`config.mk`:
```
export PLATFORM = sky130hd
export DESIGN_NAME = silife_matrix_wb_master_flat
export DESIGN_NICKNAME = d
export VERILOG_FILES = /design/src/rtl/silife_pkg.sv /design/src/rtl/silife_matrix_wb_master_if.sv /design/src/rtl/silife_wb_watchdog.sv /design/src/rtl/silife_matrix_wb_master.sv /design/src/flat_wrapper.sv
export SDC_FILE = /design/constraint.sdc
export NUM_CORES = 1
export LEC_CHECK = 0
export BUFFER_PORTS_ARGS = -buffer_cell sky130_fd_sc_hd__buf_2
export CAP_MARGIN = 15
export CORE_ASPECT_RATIO = 1.4
export CORE_MARGIN = 2
export CORE_UTILIZATION = 44
export CTS_BUF_LIST = sky130_fd_sc_hd__clkbuf_2
export DETAILED_ROUTE_END_ITERATION = 8
export MAX_ROUTING_LAYER = met4
export PLACE_DENSITY = 0.82
export SETUP_SLACK_MARGIN = 0.3
export SLEW_MARGIN = 20
export SYNTH_ARGS = -nofsm -noshare
export SYNTH_HDL_FRONTEND = slang
export SYNTH_SLANG_ARGS = --single-unit
```
`constraint.sdc`:
```
create_clock -name clk -period 1.7 [get_ports clk]
set_input_delay 0.51 -clock clk [delete_from_list [all_inputs] [get_ports clk]]
set_output_delay 0.51 -clock clk [all_outputs]
set_load 0.01 [all_outputs]
```
`src/rtl/silife_pkg.sv`:
```
// Shared definitions for the silife matrix Wishbone master.
//   ROW_STRIDE : byte distance between consecutive matrix rows on the bus
//   WB_*W      : Wishbone address / data / select widths
//   state_t    : transfer controller states
package silife_pkg;

  localparam int unsigned ROW_STRIDE = 4;
  localparam int unsigned WB_AW      = 32;
  localparam int unsigned WB_DW      = 32;
  localparam int unsigned WB_SW      = 4;

  typedef enum logic [2:0] {
    IDLE  = 3'd0,
    FETCH = 3'd1,
    BUS   = 3'd2,
    PUSH  = 3'd3,
    DONE  = 3'd4
  } state_t;

endpackage

```
`src/rtl/silife_matrix_wb_master_if.sv`:
```
// Wishbone initiator bundle.
//   o_wb_cyc/stb/we/addr/data/sel : driven by the master
//   i_wb_ack/data                 : driven by the responder
interface silife_matrix_wb_master_if;
  import silife_pkg::*;

  logic             o_wb_cyc;
  logic             o_wb_stb;
  logic             o_wb_we;
  logic [WB_AW-1:0] o_wb_addr;
  logic [WB_DW-1:0] o_wb_data;
  logic [WB_SW-1:0] o_wb_sel;
  logic             i_wb_ack;
  logic [WB_DW-1:0] i_wb_data;

  modport master (
    output o_wb_cyc, o_wb_stb, o_wb_we, o_wb_addr, o_wb_data, o_wb_sel,
    input  i_wb_ack, i_wb_data
  );

  modport slave (
    input  o_wb_cyc, o_wb_stb, o_wb_we, o_wb_addr, o_wb_data, o_wb_sel,
    output i_wb_ack, i_wb_data
  );
endinterface

```
`src/rtl/silife_wb_watchdog.sv`:
```
// Counts cycles while enabled; flags the cycle on which TIMEOUT is reached.
//   clk, reset  : clock, synchronous active-high reset
//   i_clear     : synchronous counter clear
//   i_enable    : count this cycle
//   o_expired_c : high during the TIMEOUT-th enabled cycle (combinational)
module silife_wb_watchdog #(
  parameter int unsigned TIMEOUT = 15
) (
  input  logic clk,
  input  logic reset,
  input  logic i_clear,
  input  logic i_enable,
  output logic o_expired_c
);

  localparam int unsigned CW = (TIMEOUT > 1) ? $clog2(TIMEOUT + 1) : 1;

  logic [CW-1:0] r_cnt;

  // Saturating cycle counter
  always_ff @(posedge clk) begin
    if (reset || i_clear) begin
      r_cnt <= '0;
    end else if (i_enable && (r_cnt != CW'(TIMEOUT))) begin
      r_cnt <= r_cnt + CW'(1);
    end
  end

  assign o_expired_c = i_enable && (r_cnt == CW'(TIMEOUT - 1));

endmodule

```
`src/rtl/silife_matrix_wb_master.sv`:
```
// Moves a WIDTH x HEIGHT cell matrix between a row stream and Wishbone memory,
// one 32-bit word per row at BASE_ADDR + ROW_STRIDE*row.
//   clk, reset          : clock, synchronous active-high reset
//   start, dir          : begin transfer (dir 0 = dump rows, 1 = load rows)
//   busy, done, error   : status; done/error are one-cycle pulses
//   wr_data/valid/ready : row stream in (load)
//   rd_data/valid/ready : row stream out (dump)
//   wb                  : Wishbone initiator
module silife_matrix_wb_master
  import silife_pkg::*;
#(
  parameter int unsigned WIDTH     = 8,
  parameter int unsigned HEIGHT    = 8,
  parameter logic [31:0] BASE_ADDR = 32'h3000_0000,
  parameter int unsigned TIMEOUT   = 15
) (
  input  logic             clk,
  input  logic             reset,
  input  logic             start,
  input  logic             dir,
  output logic             busy,
  output logic             done,
  output logic             error,
  input  logic [WIDTH-1:0] wr_data,
  input  logic             wr_valid,
  output logic             wr_ready,
  output logic [WIDTH-1:0] rd_data,
  output logic             rd_valid,
  input  logic             rd_ready,
  silife_matrix_wb_master_if.master wb
);

  localparam int unsigned RW = (HEIGHT > 1) ? $clog2(HEIGHT) : 1;

  state_t           r_state, w_state_n;
  logic [RW-1:0]    r_row, w_row_n;
  logic             r_dir, w_dir_n;
  logic [WIDTH-1:0] r_rd_data, w_rd_data_n;
  logic [31:0]      r_wdata, w_wdata_n;
  logic             w_err_n;
  logic             w_last;
  logic             w_expired;
  logic             w_unused_rdata;

  logic        r_busy, r_done, r_error, r_wr_ready, r_rd_valid, r_cyc, r_we;
  logic [31:0] r_addr;

  assign w_last         = (r_row == RW'(HEIGHT - 1));
  assign w_unused_rdata = ^wb.i_wb_data;

  silife_wb_watchdog #(.TIMEOUT(TIMEOUT)) u_watchdog (
    .clk         (clk),
    .reset       (reset),
    .i_clear     (r_state != BUS),
    .i_enable    (r_state == BUS),
    .o_expired_c (w_expired)
  );

  // State register
  always_ff @(posedge clk) begin
    if (reset) r_state <= IDLE;
    else       r_state <= w_state_n;
  end

  // Next state and datapath updates; ack is only looked at in BUS because a
  // registered-ack responder repeats it in the cycle after cyc drops.
  always_comb begin
    w_state_n   = r_state;
    w_row_n     = r_row;
    w_dir_n     = r_dir;
    w_rd_data_n = r_rd_data;
    w_wdata_n   = r_wdata;
    w_err_n     = 1'b0;
    case (r_state)
      IDLE: begin
        if (start) begin
          w_dir_n   = dir;
          w_row_n   = '0;
          w_wdata_n = '0;
          w_state_n = dir ? FETCH : BUS;
        end
      end
      FETCH: begin
        if (wr_valid) begin
          w_wdata_n = 32'(wr_data);
          w_state_n = BUS;
        end
      end
      BUS: begin
        if (wb.i_wb_ack) begin
          if (!r_dir) begin
            w_rd_data_n = wb.i_wb_data[WIDTH-1:0];
            w_state_n   = PUSH;
          end else if (w_last) begin
            w_state_n = DONE;
          end else begin
            w_row_n   = r_row + RW'(1);
            w_state_n = FETCH;
          end
        end else if (w_expired) begin
          w_err_n   = 1'b1;
          w_state_n = IDLE;
        end
      end
      PUSH: begin
        if (rd_ready) begin
          if (w_last) begin
            w_state_n = DONE;
          end else begin
            w_row_n   = r_row + RW'(1);
            w_state_n = BUS;
          end
        end
      end
      DONE:    w_state_n = IDLE;
      default: w_state_n = IDLE;
    endcase
  end

  // Registered datapath and outputs, aligned with the state they belong to
  always_ff @(posedge clk) begin
    if (reset) begin
      r_row      <= '0;
      r_dir      <= 1'b0;
      r_rd_data  <= '0;
      r_wdata    <= '0;
      r_busy     <= 1'b0;
      r_done     <= 1'b0;
      r_error    <= 1'b0;
      r_wr_ready <= 1'b0;
      r_rd_valid <= 1'b0;
      r_cyc      <= 1'b0;
      r_we       <= 1'b0;
      r_addr     <= '0;
    end else begin
      r_row      <= w_row_n;
      r_dir      <= w_dir_n;
      r_rd_data  <= w_rd_data_n;
      r_wdata    <= w_wdata_n;
      r_busy     <= (w_state_n != IDLE);
      r_done     <= (w_state_n == DONE);
      r_error    <= w_err_n;
      r_wr_ready <= (w_state_n == FETCH);
      r_rd_valid <= (w_state_n == PUSH);
      r_cyc      <= (w_state_n == BUS);
      r_we       <= (w_state_n == BUS) && w_dir_n;
      if (w_state_n == BUS) begin
        r_addr <= BASE_ADDR + 32'(ROW_STRIDE) * 32'(w_row_n);
      end
    end
  end

  assign busy         = r_busy;
  assign done         = r_done;
  assign error        = r_error;
  assign wr_ready     = r_wr_ready;
  assign rd_valid     = r_rd_valid;
  assign rd_data      = r_rd_data;
  assign wb.o_wb_cyc  = r_cyc;
  assign wb.o_wb_stb  = r_cyc;
  assign wb.o_wb_we   = r_we;
  assign wb.o_wb_addr = r_addr;
  assign wb.o_wb_data = r_wdata;
  assign wb.o_wb_sel  = 4'b1111;

endmodule

```
`src/flat_wrapper.sv`:
```
// flat-port wrapper written by rule: the top's interface ports become plain ports
module silife_matrix_wb_master_flat import silife_pkg::*;
#(
  parameter int unsigned WIDTH     = 8,
  parameter int unsigned HEIGHT    = 8,
  parameter logic [31:0] BASE_ADDR = 32'h3000_0000,
  parameter int unsigned TIMEOUT   = 15
)
  (clk, reset, start, dir, busy, done, error, wr_data, wr_valid, wr_ready, rd_data, rd_valid, rd_ready, wb_o_wb_cyc, wb_o_wb_stb, wb_o_wb_we, wb_o_wb_addr, wb_o_wb_data, wb_o_wb_sel, wb_i_wb_ack, wb_i_wb_data);
  silife_matrix_wb_master_if wb_i ();
  input  logic clk;
  input  logic reset;
  input  logic start;
  input  logic dir;
  output logic busy;
  output logic done;
  output logic error;
  input  logic [WIDTH-1:0] wr_data;
  input  logic wr_valid;
  output logic wr_ready;
  output logic [WIDTH-1:0] rd_data;
  output logic rd_valid;
  input  logic rd_ready;
  output wire logic [$bits(wb_i.o_wb_cyc)-1:0] wb_o_wb_cyc;
  output wire logic [$bits(wb_i.o_wb_stb)-1:0] wb_o_wb_stb;
  output wire logic [$bits(wb_i.o_wb_we)-1:0] wb_o_wb_we;
  output wire logic [$bits(wb_i.o_wb_addr)-1:0] wb_o_wb_addr;
  output wire logic [$bits(wb_i.o_wb_data)-1:0] wb_o_wb_data;
  output wire logic [$bits(wb_i.o_wb_sel)-1:0] wb_o_wb_sel;
  input wire logic [$bits(wb_i.i_wb_ack)-1:0] wb_i_wb_ack;
  input wire logic [$bits(wb_i.i_wb_data)-1:0] wb_i_wb_data;
  assign wb_o_wb_cyc = wb_i.o_wb_cyc;
  assign wb_o_wb_stb = wb_i.o_wb_stb;
  assign wb_o_wb_we = wb_i.o_wb_we;
  assign wb_o_wb_addr = wb_i.o_wb_addr;
  assign wb_o_wb_data = wb_i.o_wb_data;
  assign wb_o_wb_sel = wb_i.o_wb_sel;
  assign wb_i.i_wb_ack = wb_i_wb_ack;
  assign wb_i.i_wb_data = wb_i_wb_data;
  silife_matrix_wb_master #(.WIDTH(WIDTH), .HEIGHT(HEIGHT), .BASE_ADDR(BASE_ADDR), .TIMEOUT(TIMEOUT)) u_core (.clk(clk), .reset(reset), .start(start), .dir(dir), .busy(busy), .done(done), .error(error), .wr_data(wr_data), .wr_valid(wr_valid), .wr_ready(wr_ready), .rd_data(rd_data), .rd_valid(rd_valid), .rd_ready(rd_ready), .wb(wb_i));
endmodule
```
==> impl_results.md <==
- Number of remaining DRC errors: 0
- Ant diodes: 0
- Mux cell area share after synthesis: 0.04813
- Maxcap violations: 0
- CORE AREA: 0.004536 mm2
- Synthesized area: 0.002079 mm2
- Worst endpoint required time: 2.00 ns
- Ratio of final minimum period to clock period: 0.9225
- Hpwl dp: 3.086 mm
- Post-synth ARST share: 0
- Post-synth EDFFs: 0
- Endpoint class of the critical path: flip-flop
- Classification of the worst-slack hold path: primary input to flip-flop
- Ys flop type: dfxtp_1
- # port buffers: 51
- PwrDens: 764.5 mW/mm2
- Synth unique cells: 46
- Status: finished clean
- Worst setup path class: flip-flop to flip-flop
- Total Wirelength: 4.856 mm
- Max Clock Freq: 0.6376 GHz
- Root Driver: clkbuf_2
- Warnings, synthesis: 0
- Initial DRC Count: 88
- Routability congestion estimate: 0.8961
- CTS tree: yes
- CTS Buf Count: 5
- CP Max Fanout: 8
- Initial DRT Pass Iterations: 4
- Vias in the first global route: 1520
- Worst Path Arrival: 1.87 ns
- Setup violations, final: 0
- DP Area: 0.002223 mm2
- FF+latch count, synth: 38
- Adder-cell share of the synthesized area: 0.01805
- Mapped Avg Cell Area: 8.849 um2
- Post-Synth Simple-Gate Area: 0.2052
- Startpoint Class: flip-flop
- Final nets: 353
- Largest net degree at the start of global routing: 21
- Clk Latency, worst-skew pair: 0.41 ns
- Chip width: 62.10 um
- Complex-gate fraction of the synthesized area: 0.1101
- Grt ovf: 0
- # rows: 29
- Final Cell Area: 0.002714 mm2
- Via density per instance: 4.740
- H-Tree Depth: 2
- Most common cell after layout, fill and taps aside: conb_1
- Max Slew Vio Count: 0
- Worst Skew: 0.02428 ns
- Starting density of the core: 0.4585
- Commonest non-fill, non-tap cells in the layout: conb_1 (55), buf_2 (28), buf_6 (27), dfxtp_2 (27), buf_4 (20)
- WL/cell: 13.27 um
- Post-route ant nets: 0
- Total leakage power: 0.001203 uW
- First-pass GRT wire length: 6.969 mm
- Largest family of logic cells by synthesized area: buffers and inverters
- Share of cells above drive strength 1: 0.4539
- Final min period: 1.568 ns
- Seq/Total Area, Yosys: 0.3658
- GRT Total Usage: 0.1718
- Area grow syn2layout: 30.51%
- Initial antenna violation count: 0
- Worst-path clk slew: 0.21 ns
- Num Clock Sinks: 38
- Synth Instances: 235
- I/O pin count: 131
- Maximum vdd ir drop: 431.3 uV
- DR vias: 1735
- Clk buf depth: 2
- Final hold vios: 0
- Die footprint: 0.005300 mm2
- Die height: 85.34 um
- Setup TNS: 0 ns
- RSZ-0062 raised after global routing: true
- Hold_buf cts: 0
- Synth Area in XOR/XNOR: 0.004212
where the power goes:
part,leakage (uW),internal (uW),switching [uW]
Sequential,0.000323,947,44.2
Clock,0.0000427,244,303
Combinational,0.000837,253,284
stage by stage:
stage	power [uW]	std cells	util	hold WS (ns)	worst slack (ns)
final	2075	366	0.5983	0.3368	0.1317
after global routing	2180	366	0.5983	0.2984	0.04343
after CTS	2002	359	0.5520	0.3246	0.1602
after detailed placement	1398	346	0.4902	0.4460	0.003525
after global placement	1389	346	0.4902	0.4370	0.01980
after floorplan	1369	288	-	0.4762	0.1890
sequential cells by signal, summed over array words and instances, names as in the netlist:
name,cells
u_core.rd_data,8
u_core.wb.o_wb_data,8
u_core.u_watchdog.r_cnt,4
u_core.wb.o_wb_addr,4
u_core.r_row,3
u_core.r_state,3
u_core.busy,1
u_core.done,1
u_core.error,1
u_core.r_dir,1
u_core.rd_valid,1
u_core.wb.o_wb_cyc,1
u_core.wb.o_wb_we,1
u_core.wr_ready,1
critical path, stage by stage, from the launching register on:
cell	delay, ns
dfxtp_4	0.41
or3b_4	0.42
nor3b_4	0.19
buf_6	0.19
mux2i_1	0.23
nor2_1	0.05
routing by layer:
layer,up-vias,global-route usage,wire length [um]
li1,828,-,-
met1,823,0.1687,1754
met2,75,0.3083,2682
met3,9,0.03846,276
met4,0,0.1030,142
met5,-,-,0
path summary, 6_finish.rpt:
| path | start | end | slack, ns | depth (start not counted) |
|---|---|---|---|---|
| max | u_core.r_state[2] | u_core.rd_data[2] | 0.13 | 5 |
| min | wr_data[0] | u_core.wb.o_wb_data[0] | 0.34 | 3 |
| max reg2reg | u_core.r_state[2] | u_core.rd_data[2] | 0.13 | 5 |
| min reg2reg | u_core.wb.o_wb_data[3] | u_core.wb.o_wb_data[3] | 0.47 | 2 |
kinds of logic (layout without fill, tap and decap cells):
| kind of cell | Yosys count | after routing |
|---|---|---|
| compound gates | 33 | 33 |
| mux | 10 | 10 |
| flops | 38 | 38 |
| fa+ha+maj | 3 | 3 |
| buf+inv | 73 | 89 |
| other cells | 2 | 55 |
| xor+xnor | 1 | 1 |
| simple gates | 75 | 75 |
Yosys cell counts, drive strengths merged (3+ instances only):
cell     n  area share
buf     63        0.23
dfxtp   38        0.37
nor2    19       0.034
nand2   14       0.025
a21oi   11       0.026
mux2i   10       0.048
nand4    8       0.024
nand3    7       0.017
inv      6       0.011
nor3     5       0.012
nor3b    5       0.023
a211oi   4       0.014
a31oi    4       0.015
clkbuf   4      0.0072
and2     3      0.0090
ha       3       0.018
nor4b    3       0.020
layout make-up:
cell class                      count  area (um2)
Clock buffer                        5       25.02
Clock inverter                      3       40.04
Fill cell                         404        1822
Inverter                            6       22.52
Multi-Input combinational cell    177        1149
Sequential cell                    38       805.8
Tap cell                           62       77.57
Timing Repair Buffer               75       594.3
timing repair:
| action | CTS | global route |
|---|---|---|
| setup endpoints to repair | 44 | 65 |
| setup buffers | 5 | 7 |
| pin swaps | 7 | 11 |
| gates resized for setup | 52 | 33 |
No activity file was read; power rests on OpenSTA's default activity.
